## config.mk

```make
export PLATFORM = sky130hd
export DESIGN_NAME = id_stage
export DESIGN_NICKNAME = d
export VERILOG_FILES = /design/src/rtl/lc3b_types.sv /design/src/rtl/control_rom.sv /design/src/rtl/regfile_bypass.sv /design/src/rtl/id_stage.sv
export SDC_FILE = /design/constraint.sdc
export NUM_CORES = 1
export LEC_CHECK = 0
export BUFFER_PORTS_ARGS = -buffer_cell sky130_fd_sc_hd__clkbuf_2
export CAP_MARGIN = 25
export CORE_UTILIZATION = 63
export CTS_CLUSTER_DIAMETER = 60
export DETAILED_ROUTE_END_ITERATION = 8
export GPL_TIMING_DRIVEN = 0
export HOLD_SLACK_MARGIN = 0.15
export PLACE_DENSITY_LB_ADDON = 0.25
export SETUP_SLACK_MARGIN = 0.4
export SLEW_MARGIN = 20
export SYNTH_ARGS = -nofsm -noshare
export SYNTH_HDL_FRONTEND = slang
export SYNTH_SLANG_ARGS = --single-unit
```

## constraint.sdc

```tcl
create_clock -name clk -period 4.3 [get_ports clk]
set_clock_uncertainty 0.2 [all_clocks]
set_input_delay 0.645 -clock clk [delete_from_list [all_inputs] [get_ports clk]]
set_output_delay 0.645 -clock clk [all_outputs]
set_load 0.005 [all_outputs]
```

## src/rtl/lc3b_types.sv

```systemverilog
// Shared LC-3b types for the decode slice: word/register aliases, opcodes and
// the control word that travels through the ID/EX boundary.
package lc3b_types;

  typedef logic [15:0] lc3b_word;
  typedef logic [2:0]  lc3b_reg;

  typedef enum logic [3:0] {
    op_br   = 4'b0000,
    op_add  = 4'b0001,
    op_ldb  = 4'b0010,
    op_stb  = 4'b0011,
    op_jsr  = 4'b0100,
    op_and  = 4'b0101,
    op_ldr  = 4'b0110,
    op_str  = 4'b0111,
    op_rti  = 4'b1000,
    op_not  = 4'b1001,
    op_ldi  = 4'b1010,
    op_sti  = 4'b1011,
    op_jmp  = 4'b1100,
    op_shf  = 4'b1101,
    op_lea  = 4'b1110,
    op_trap = 4'b1111
  } lc3b_opcode;

  typedef struct packed {
    lc3b_opcode opcode;
    logic       load_regfile;
    logic       mem_read;
    logic       mem_write;
    logic       use_sr1;
    logic       use_sr2;
    logic       storemux_sel;
    logic       destmux_sel;
    logic       sr2mux_sel;
  } lc3b_control_word;

  // True when a source port is actually consumed and addresses the given register.
  function automatic logic src_hit(input logic used, input lc3b_reg addr, input lc3b_reg target);
    return used && (addr == target);
  endfunction

endpackage

```

## src/rtl/control_rom.sv

```systemverilog
// Combinational LC-3b decoder: opcode plus the two mode bits that change
// which sources an instruction reads.
module control_rom
  import lc3b_types::*;
(
  input  logic [3:0]       opcode,
  input  logic             jsr_mode,
  input  logic             imm_mode,
  output lc3b_control_word ctrl
);

  always_comb begin
    ctrl        = '0;
    ctrl.opcode = lc3b_opcode'(opcode);
    case (lc3b_opcode'(opcode))
      op_add, op_and: begin
        ctrl.load_regfile = 1'b1;
        ctrl.use_sr1      = 1'b1;
        ctrl.use_sr2      = !imm_mode;
        ctrl.sr2mux_sel   = imm_mode;
      end
      op_not, op_shf: begin
        ctrl.load_regfile = 1'b1;
        ctrl.use_sr1      = 1'b1;
      end
      op_ldr, op_ldb, op_ldi: begin
        ctrl.load_regfile = 1'b1;
        ctrl.mem_read     = 1'b1;
        ctrl.use_sr1      = 1'b1;
      end
      // Stores steer the source-register field onto operand A.
      op_str, op_stb, op_sti: begin
        ctrl.mem_write    = 1'b1;
        ctrl.use_sr1      = 1'b1;
        ctrl.storemux_sel = 1'b1;
      end
      op_jsr: begin
        ctrl.load_regfile = 1'b1;
        ctrl.destmux_sel  = 1'b1;
        ctrl.use_sr1      = !jsr_mode;
      end
      op_trap: begin
        ctrl.load_regfile = 1'b1;
        ctrl.destmux_sel  = 1'b1;
      end
      op_jmp: ctrl.use_sr1      = 1'b1;
      op_lea: ctrl.load_regfile = 1'b1;
      default: ;
    endcase
  end

endmodule

```

## src/rtl/regfile_bypass.sv

```systemverilog
// 8-entry register file, two combinational read ports, one write port, with an
// optional write-through path so a same-cycle write is visible to readers.
module regfile_bypass
  import lc3b_types::*;
#(
  parameter int WIDTH     = 16,
  parameter bit BYPASS_EN = 1'b1
) (
  input  logic             clk,
  input  logic             reset,
  input  logic             wr_en,
  input  lc3b_reg          wr_addr,
  input  logic [WIDTH-1:0] wr_data,
  input  lc3b_reg          rd_addr_a,
  input  lc3b_reg          rd_addr_b,
  output logic [WIDTH-1:0] rd_data_a,
  output logic [WIDTH-1:0] rd_data_b
);

  logic [WIDTH-1:0] regs [8];

  always_ff @(posedge clk) begin
    if (reset) begin
      for (int i = 0; i < 8; i++) regs[i] <= '0;
    end else if (wr_en) begin
      regs[wr_addr] <= wr_data;
    end
  end

  generate
    if (BYPASS_EN) begin : g_bypass
      assign rd_data_a = (wr_en && wr_addr == rd_addr_a) ? wr_data : regs[rd_addr_a];
      assign rd_data_b = (wr_en && wr_addr == rd_addr_b) ? wr_data : regs[rd_addr_b];
    end else begin : g_direct
      assign rd_data_a = regs[rd_addr_a];
      assign rd_data_b = regs[rd_addr_b];
    end
  endgenerate

endmodule

```

## src/rtl/id_stage.sv

```systemverilog
// LC-3b decode stage: decode, operand read, load-use / write-back hazard
// handling and the registered ID/EX boundary with backpressure and flush.
module id_stage
  import lc3b_types::*;
#(
  parameter int      WIDTH     = 16,
  parameter lc3b_reg LINK_REG  = 3'd7,
  parameter bit      BYPASS_EN = 1'b1,
  parameter bit      HAZARD_EN = 1'b1
) (
  input  logic             clk,
  input  logic             reset,
  input  logic             if_valid,
  output logic             if_ready,
  input  logic [15:0]      if_inst,
  input  logic [WIDTH-1:0] if_pc,
  input  logic             flush,
  input  logic             wb_load,
  input  logic [2:0]       wb_dest,
  input  logic [WIDTH-1:0] wb_data,
  output logic             ex_valid,
  input  logic             ex_ready,
  output lc3b_control_word ex_ctrl,
  output logic [WIDTH-1:0] ex_pc,
  output logic [2:0]       ex_dest,
  output logic [WIDTH-1:0] ex_sr1_data,
  output logic [WIDTH-1:0] ex_sr2_data,
  output logic [15:0]      stall_count
);

  lc3b_control_word ctrl;
  lc3b_reg          dest, sr1, sr2, src_a;
  logic [WIDTH-1:0] sr1_data, sr2_data;
  logic             adv, load_use, wb_hazard, hz, accept;
  logic             unused_inst_bits;

  logic             ex_valid_reg;
  lc3b_control_word ex_ctrl_reg;
  logic [WIDTH-1:0] ex_pc_reg, ex_sr1_data_reg, ex_sr2_data_reg;
  lc3b_reg          ex_dest_reg;
  logic [15:0]      stall_count_reg;

  control_rom u_control_rom (
    .opcode   (if_inst[15:12]),
    .jsr_mode (if_inst[11]),
    .imm_mode (if_inst[5]),
    .ctrl     (ctrl)
  );

  assign dest  = if_inst[11:9];
  assign sr1   = if_inst[8:6];
  assign sr2   = if_inst[2:0];
  assign src_a = ctrl.storemux_sel ? dest : sr1;
  assign unused_inst_bits = ^if_inst[4:3];

  regfile_bypass #(
    .WIDTH     (WIDTH),
    .BYPASS_EN (BYPASS_EN)
  ) u_regfile (
    .clk       (clk),
    .reset     (reset),
    .wr_en     (wb_load),
    .wr_addr   (wb_dest),
    .wr_data   (wb_data),
    .rd_addr_a (src_a),
    .rd_addr_b (sr2),
    .rd_data_a (sr1_data),
    .rd_data_b (sr2_data)
  );

  assign adv = !ex_valid_reg || ex_ready;

  // A load still sitting in ID/EX has no data yet; its consumer must wait a cycle.
  assign load_use = HAZARD_EN && ex_valid_reg && ex_ctrl_reg.mem_read && ex_ctrl_reg.load_regfile
                 && (src_hit(ctrl.use_sr1, src_a, ex_dest_reg) || src_hit(ctrl.use_sr2, sr2, ex_dest_reg));

  assign wb_hazard = !BYPASS_EN && wb_load
                  && (src_hit(ctrl.use_sr1, src_a, wb_dest) || src_hit(ctrl.use_sr2, sr2, wb_dest));

  assign hz       = if_valid && (load_use || wb_hazard);
  assign accept   = adv && if_valid && !hz;
  assign if_ready = flush || (adv && !hz);

  always_ff @(posedge clk) begin
    if (reset) begin
      ex_valid_reg    <= 1'b0;
      ex_ctrl_reg     <= '0;
      ex_pc_reg       <= '0;
      ex_dest_reg     <= '0;
      ex_sr1_data_reg <= '0;
      ex_sr2_data_reg <= '0;
      stall_count_reg <= '0;
    end else begin
      if (flush) begin
        ex_valid_reg <= 1'b0;
      end else if (accept) begin
        ex_valid_reg    <= 1'b1;
        ex_ctrl_reg     <= ctrl;
        ex_pc_reg       <= if_pc;
        ex_dest_reg     <= ctrl.destmux_sel ? LINK_REG : dest;
        ex_sr1_data_reg <= sr1_data;
        ex_sr2_data_reg <= sr2_data;
      end else if (adv) begin
        ex_valid_reg <= 1'b0;
      end

      if (if_valid && !if_ready && !flush && stall_count_reg != 16'hFFFF)
        stall_count_reg <= stall_count_reg + 16'd1;
    end
  end

  assign ex_valid    = ex_valid_reg;
  assign ex_ctrl     = ex_ctrl_reg;
  assign ex_pc       = ex_pc_reg;
  assign ex_dest     = ex_dest_reg;
  assign ex_sr1_data = ex_sr1_data_reg;
  assign ex_sr2_data = ex_sr2_data_reg;
  assign stall_count = stall_count_reg;

endmodule

```

==> results of run 1 <==
## per-stage QoR
step / hold WS [ps] / power (mW)
2_1_floorplan: 285 / 2.74
3_3_place_gp: 273 / 2.99
3_5_place_dp: 284 / 3.02
4_1_cts: 175 / 5.08
5_1_grt: 187 / 5.23
6_report: 174 / 5.12
## path summary, 6_finish.rpt
kind	from	end	slack [ps]	cells after the start
hold / removal	if_pc[5]	ex_pc[5]	170	3
setup reg to reg	ex_dest[2]	ex_sr1_data[12]	1570	7
hold reg to reg	ex_ctrl[11]	ex_ctrl[11]	290	2
setup / recovery	if_inst[9]	if_ready	990	9
## synthesized netlist by cell type, types with 2 or more instances
cell,instances
o21ai_1,3
nor4_1,8
a311oi_1,32
xnor2_1,7
a31oi_1,2
a21boi_0,2
nor2_1,108
nand4_1,23
o21ai_0,50
dfxtp_1,79
mux4_2,32
and4_1,3
nand2_1,42
buf_1,5
or4_1,2
buf_4,5
mux2i_1,59
buf_2,20
mux2_2,13
nor2b_1,20
nor3_1,6
a32oi_1,16
o31ai_1,4
or2_2,9
inv_1,5
a21oi_1,22
edfxtp_1,128
a211oi_1,8
nor4b_1,21
nand3_1,93
clkbuf_1,67
a22oi_1,18
and2_1,128
nand2b_1,26
## per-layer routing
metal,routed length (microns),up-vias
li1,-,4355
met1,12900,4800
met2,16300,756
met3,4160,163
met4,2140,0
met5,0,-
## critical path: stages
cell	delay, ps
clkbuf_2	90
clkbuf_1	390
xnor2_1	170
o221ai_1	120
mux2i_1	230
a31oi_1	180
buf_2	230
or2_2	280
clkbuf_2	110
## layout make-up
class	count	area share
buffer	97	0.0313
clock buffer	32	0.0504
clock inverter	9	0.0112
inverter	5	0.00144
multi-input combinational	778	0.417
sequential	207	0.417
tap	225	0.0216
timing repair buffer	131	0.0508
## power by group
group	internal (mW)	total (mW)	switching (mW)
clock network	1.30	2.11	0.813
registers	2.22	2.30	0.0745
logic	0.267	0.705	0.438
total	3.79	5.12	1.33
## cell families after synthesis
family | share of synthesized area
flops | 0.481
mux | 0.129
buf+inv | 0.0378
simple gates | 0.237
fa+ha+maj | 0.00111
xor+xnor | 0.00622
compound gates | 0.108
==> reports/summary.md, run 1 <==
The final-report hold violation count was 0. The floorplan step defined a die boundary enclosing 18400 sq um. The number of fillers in the final layout came out at 1216. For the slack of the critical path, the log shows 988 ps. The most used flip-flop cell after synthesis was edfxtp_1.

In this run the cell area measured after placement is 12200 sq um. Clock-pin slew was measured on the worst setup and hold paths at 60 ps. Setup violations remaining at the end of the flow were counted as 0. The post-synthesis sequential element count works out to 207.

The endpoint arrival time on the critical path is 2470 ps, and the worst slack after detailed placement is 854 ps. The number of antenna diodes in the final layout is 0. Data on the critical path is required at its endpoint by 3450 ps. The first global-routing pass estimated 53400 microns of wire. By area the synthesized netlist is led by edfxtp_1 (34%), dfxtp_1 (14%), and2_1 (7.1%). The slew at the pin with the worst max-slew slack was 999 ps; the number of DRC violations after detailed-routing iteration 0 was 1272. Counting I/O delays and the setup requirement, the final critical path takes 3310 ps.

Max-cap violations in this run came to 0. The met3 usage is 0.0700, and the final antenna-violating net count is 0. The total overflow reported by the global router was 0; the total number of nets in the final design was 1301. The detailed-router iteration count before antenna repair was 6; the via count of the first global-routing pass was 9589. The top cell types in the final layout, fill and taps aside, are clkbuf_2 (129), and2_1 (128), edfxtp_1 (128). Initial standard-cell utilization of the core: 0.650. For the maximum level of the CTS H-tree, the log shows 1.

The clock reaches the later pin of the worst-skew pair after 510 ps. The aggregate global-route resource usage was 0.390. Each instance of the synthesized netlist takes up on average 10.4 sq um. The fraction of final layout cells with drive strength greater than 1 is 0.202. The floorplan has 48 rows. The horizontal die dimension is 136 microns, and the count of unresolved DRC violations after routing is 0.

Multi-input gate area in the final layout: 5420 sq um. The leakage power summed over all cells was 4.88 nW; the post-detailed-route via-to-cell ratio was 6.79. The tightest min-delay check is of the in -> reg type.

The hold-fix buffer count after cts is 1. Routability-driven placement finished with a final weighted congestion of 0.935. The largest net degree at the start of global routing came out at 17. The fraction of registers with async set/reset was 0; the count of different cell masters after synthesis was 55.

In this run the worst path has a maximum fanout of 10. TritonCTS built the clock tree. The count of yosys warnings during synthesis was 0; the number of cells upsized or downsized after cts was 0. For the achievable clock frequency, the log shows 0.302 GHz. The type of the worst setup path was in -> out. The mapped netlist covers 11300 sq um.

Summed over all instances, the cell type with the most area after synthesis is edfxtp_1. The tools report the global routing met2 resource utilization as 0.606. The top register by number of flip-flops was u_regfile.regs. The total area of sequential cells was 5430 sq um. The number of instances in the placed design is 1441. Summed over all failing endpoints, the final setup total negative slack is 0 ps. The detailed router placed 10074 vias in this run. The layer flagged by global routing as most heavily used is met2. The die extent in y is 136 microns.

Leaving out fill and tap cells, the most frequent cell in the layout is clkbuf_2. The kind of start point of the critical path was an input port. For the number of CTS-inserted buffers, the log shows 23.

Share of the clock period used by the worst path after layout: 0.770. Across the VDD grid, the largest voltage drop is 0.385 mV. The average wire per cell in the routed design is 23.9 microns. The top-area cell type share of the netlist area works out to 0.341. CTS saw 207 sinks. The count of input and output buffers is 127, and the worst slew slack as a fraction of its limit is 0.333. The register with the most flip-flops in the layout has 128 of them.

The area growth from synthesis to layout is 15.5%. The logs give 3 for the maximum count of clock buffers along a single path and 1484 for the number of standard cells in the layout, taps in and fillers out. The half-perimeter wire length after placement was 25300 microns. With fillers left out, the area of the finished cells amounts to 13000 sq um.

138 I/O pins were placed. Setup repair after global routing left no endpoint under its margin. The run gives 0 as the max-slew violation count. The number of antenna violations at the first check in global routing was 0; the post-layout utilization of the core was 0.750.

The sequential fraction of the synthesis area is 0.481. Core area: 17400 sq um. Power spread over the standard cell area amounts to 393 nW/um^2. The root buffer cell chosen for the clock tree is clkbuf_16. The number of enable flip-flop cells after synthesis came out at 128.

The tools report the critical path capture point type as an output port. Post-CTS timing repair inserted 0 buffers for setup. The run finished with clean final reports.

The tools report the global routing usage on met1 as 0.515. Number of standard cells after synthesis: 1087. After detailed routing, the total wire length is 35400 microns. The net count after synthesis is 1145.
Note: power is estimated with default switching activity, not from simulation.
==> inputs of run 2 (changes only) <==
--- a/config.mk
+++ b/config.mk
@@ -5,9 +5,10 @@
 export SDC_FILE = /design/constraint.sdc
 export NUM_CORES = 1
 export LEC_CHECK = 0
+export ABC_AREA = 1
 export BUFFER_PORTS_ARGS = -buffer_cell sky130_fd_sc_hd__clkbuf_2
 export CAP_MARGIN = 25
-export CORE_UTILIZATION = 63
+export CORE_UTILIZATION = 58
 export CTS_CLUSTER_DIAMETER = 60
 export DETAILED_ROUTE_END_ITERATION = 8
 export GPL_TIMING_DRIVEN = 0
==> constraint.sdc (replaced) <==
create_clock -name clk -period 3.2 [get_ports clk]
set_clock_uncertainty 0.2 [all_clocks]
set_input_delay 0.48 -clock clk [delete_from_list [all_inputs] [get_ports clk]]
set_output_delay 0.48 -clock clk [all_outputs]
set_load 0.005 [all_outputs]
==> reports/summary.md, run 2 <==
Of all nets on the critical path, the largest fanout is 10. The number of enable flip-flop cells after synthesis was 128; the clock net sink count was 207. Clock-pin slew was measured on the worst setup and hold paths at 60 ps.

The logs give 1 for the maximum level of the CTS H-tree and 4460 sq um for the multi-input gate area in the final layout. After synthesis the cells add up to 10600 sq um. The share of the clock period used by the worst path after layout was 0.892; the number of standard cells after synthesis was 1309.

The number of core rows is 49, and the count of input and output buffers is 132. The tools report the total number of nets in the final design as 1552. Using the TritonRoute via totals, the vias-per-cell ratio works out to 6.22. The max-slew violation count came out at 0. In this run the standard cell core region covers 17900 sq um.

TritonCTS built the clock tree. In this run the worst hold path is classified as in -> reg. The average wire per cell in the routed design came out at 20.9 microns.

The tools report the first-pass GRT wire length as 53900 microns. The first TritonRoute pass finished after 6 iterations. During synthesis, Yosys emitted a total of 0 warnings. The mean cell area of the mapped netlist works out to 8.08 sq um.

The count of different cell masters after synthesis came out at 43. The horizontal die dimension is 137 microns. Among all cell types in the netlist, the one instantiated most often is nor2_1. The sequential fraction of the synthesis area is 0.513.

The total overflow reported by the global router came out at 0. Ranked by total cell area, the synthesized netlist is headed by edfxtp_1 (36%), dfxtp_1 (15%), nor2_1 (9.6%). The fraction of registers with async set/reset was 0.

Measured in cells, the most critical reg-to-reg path has a length of 12. The via count of the first global-routing pass was 9655; the initial standard-cell utilization of the core was 0.591. Detailed placement ended at an HPWL of 25000 microns.

The critical path is of the in -> out type. The filler cells instantiated in the layout total 1418. The flow ran to the end, and the final reports show no timing, DRC or antenna violations.

0 antenna diodes ended up in the layout. For the worst setup path, the data required time is 2520 ps. Power spread over the standard cell area amounts to 537 nW/um^2.

The final-report hold violation count was 0. Post-synthesis sequential element count: 207. The top-area cell type share of the netlist area was 0.363; the die extent in y was 137 microns.

At the pin with the least slew margin, the transition time is 917 ps. No sink is reached through more buffers than the 3 on the longest clock path. Setup repair after global routing could not meet its margin everywhere.

The number of flip-flops in the largest register came out at 128. The placed instances occupy a cell area of 11500 sq um. The area of the die is 18800 sq um. The most used flip-flop cell after synthesis was edfxtp_1. The number of nets handed over by synthesis was 1367.

Setup violations remaining at the end of the flow were counted as 0. Summing over every cut layer, the via total after detailed routing is 10812. At the end of routability-driven placement, the weighted congestion stood at 1.04. The largest vdd supply drop was 0.459 mV; the largest net degree at the start of global routing was 17.

The worst path in the final design needs a cycle of 2850 ps, including I/O delays and setup. The achievable clock frequency came out at 0.350 GHz. The sum of negative setup slack was 0 ps; the aggregate routed wire length was 36300 microns. The top register by number of flip-flops is u_regfile.regs. Compared with the post-synthesis result, the final layout area differs by 19.2%. The run gives 0.387 as the worst slew slack as a fraction of its limit.

The tools report the aggregate global-route resource usage as 0.387. The library cell used most frequently in the layout, excluding fill and tap cells, is nor2_1. The run gives 0 as the number of antenna violations at the first check in global routing.

The count of nets left with antenna violations once routing finished came out at 0. The hold path depth is 3. In this run the static leakage power is 5.10 nW. The count of unresolved DRC violations after routing was 0. Library cell used as clock root buffer: clkbuf_16. The total area of sequential cells was 5430 sq um; the endpoint arrival time on the critical path was 2170 ps.

The largest area contributor in the netlist is edfxtp_1. Across the run, the number of max-cap violations was 0. The first routing iteration left 1513 violations. The critical path capture point type was an output port. The clock reaches the later pin of the worst-skew pair after 530 ps. Leaving out fill and tap cells, the most frequent cells in the layout are nor2_1 (272), nand2_1 (218), o21ai_0 (140). Fraction of final layout cells with drive strength greater than 1: 0.156. By count the netlist is led by nor2_1 (272), nand2_1 (222), o21ai_0 (140). Kind of start point of the critical path: an input port.

Counting the buffers created by CTS gives 22. The final standard cell area without fillers was 12600 sq um; the top-level I/O count was 138.
-- run 2: cell types whose count changed in the layout (fill, tap and decap cells not counted), moves of 38 or more --
cell | previous run | this run
a21oi_1 | 22 | 95
o21ai_0 | 50 | 140
and2_1 | 128 | 0
nand2_1 | 42 | 218
nor2_1 | 108 | 272
nand3_1 | 93 | 55
mux2i_1 | 59 | 0
inv_1 | 5 | 72
-- run 2: area by class of cell --
cell class | instances | area share
flip-flops and latches | 207 | 0.430
multi-input cells | 937 | 0.354
repair buffers | 161 | 0.0750
clock buffers | 27 | 0.0501
plain buffers | 84 | 0.0315
inverters | 81 | 0.0246
well taps | 229 | 0.0227
clock inverters | 13 | 0.0120
-- run 2: path summary, 6_finish.rpt --
kind,from,end,slack (ps)
max reg2reg,stall_count[0],stall_count[13],740
min,if_valid,stall_count[15],170
max,if_inst[14],if_ready,350
min reg2reg,ex_ctrl[1],ex_ctrl[1],250
-- run 2: worst max-delay path: stages --
cell,delay [ps]
clkbuf_2,140
nand2_2,160
nand2_4,170
nand2_2,80
nand2_4,120
nor2_1,60
nor2_1,100
nand2_1,80
nand2_2,110
nand2_2,90
a21oi_4,220
buf_4,200
inv_1,50
clkbuf_2,100
-- run 2: through the flow --
stage | worst slack, ps | power, mW | cells | utilization | hold slack, ps
after detailed placement | -146 | 3.99 | 1670 | 0.644 | 234
after global routing | 218 | 6.95 | 1739 | 0.704 | 182
after floorplan | 922 | 3.62 | 1309 | - | 238
after CTS | 388 | 6.71 | 1737 | 0.703 | 160
final | 346 | 6.78 | 1739 | 0.704 | 170
after global placement | -143 | 3.97 | 1670 | 0.644 | 229
-- run 2: routing by layer --
metal,GRT usage,part of all wire,vias up
met3,0.101,0.14,175
met1,0.511,0.37,4959
li1,-,-,4816
met4,0.210,0.053,0
met2,0.579,0.44,862
met5,0,0,-
-- run 2: repair_timing --
action | 4_1_cts | 5_1_grt
pin swaps | 0 | 1
gates resized for setup | 2 | 3
buffers inserted | 0 | 2
setup endpoints to repair | 17 | 49
hold buffers | 27 | 0
hold endpoints to repair | 31 | 0
-- run 2: cell families after synthesis --
group | after synthesis | share of synthesized area
compound gates | 311 | 0.165
fa+ha+maj | 1 | 0.00118
simple gates | 611 | 0.243
flops | 207 | 0.513
buf+inv | 165 | 0.0668
xor+xnor | 14 | 0.0116
-- run 2: power breakdown --
group,leakage (nW),switching (mW),internal [mW]
clock network,0.383,1.10,1.65
logic,2.85,0.664,0.296
registers,1.87,0.0808,2.98
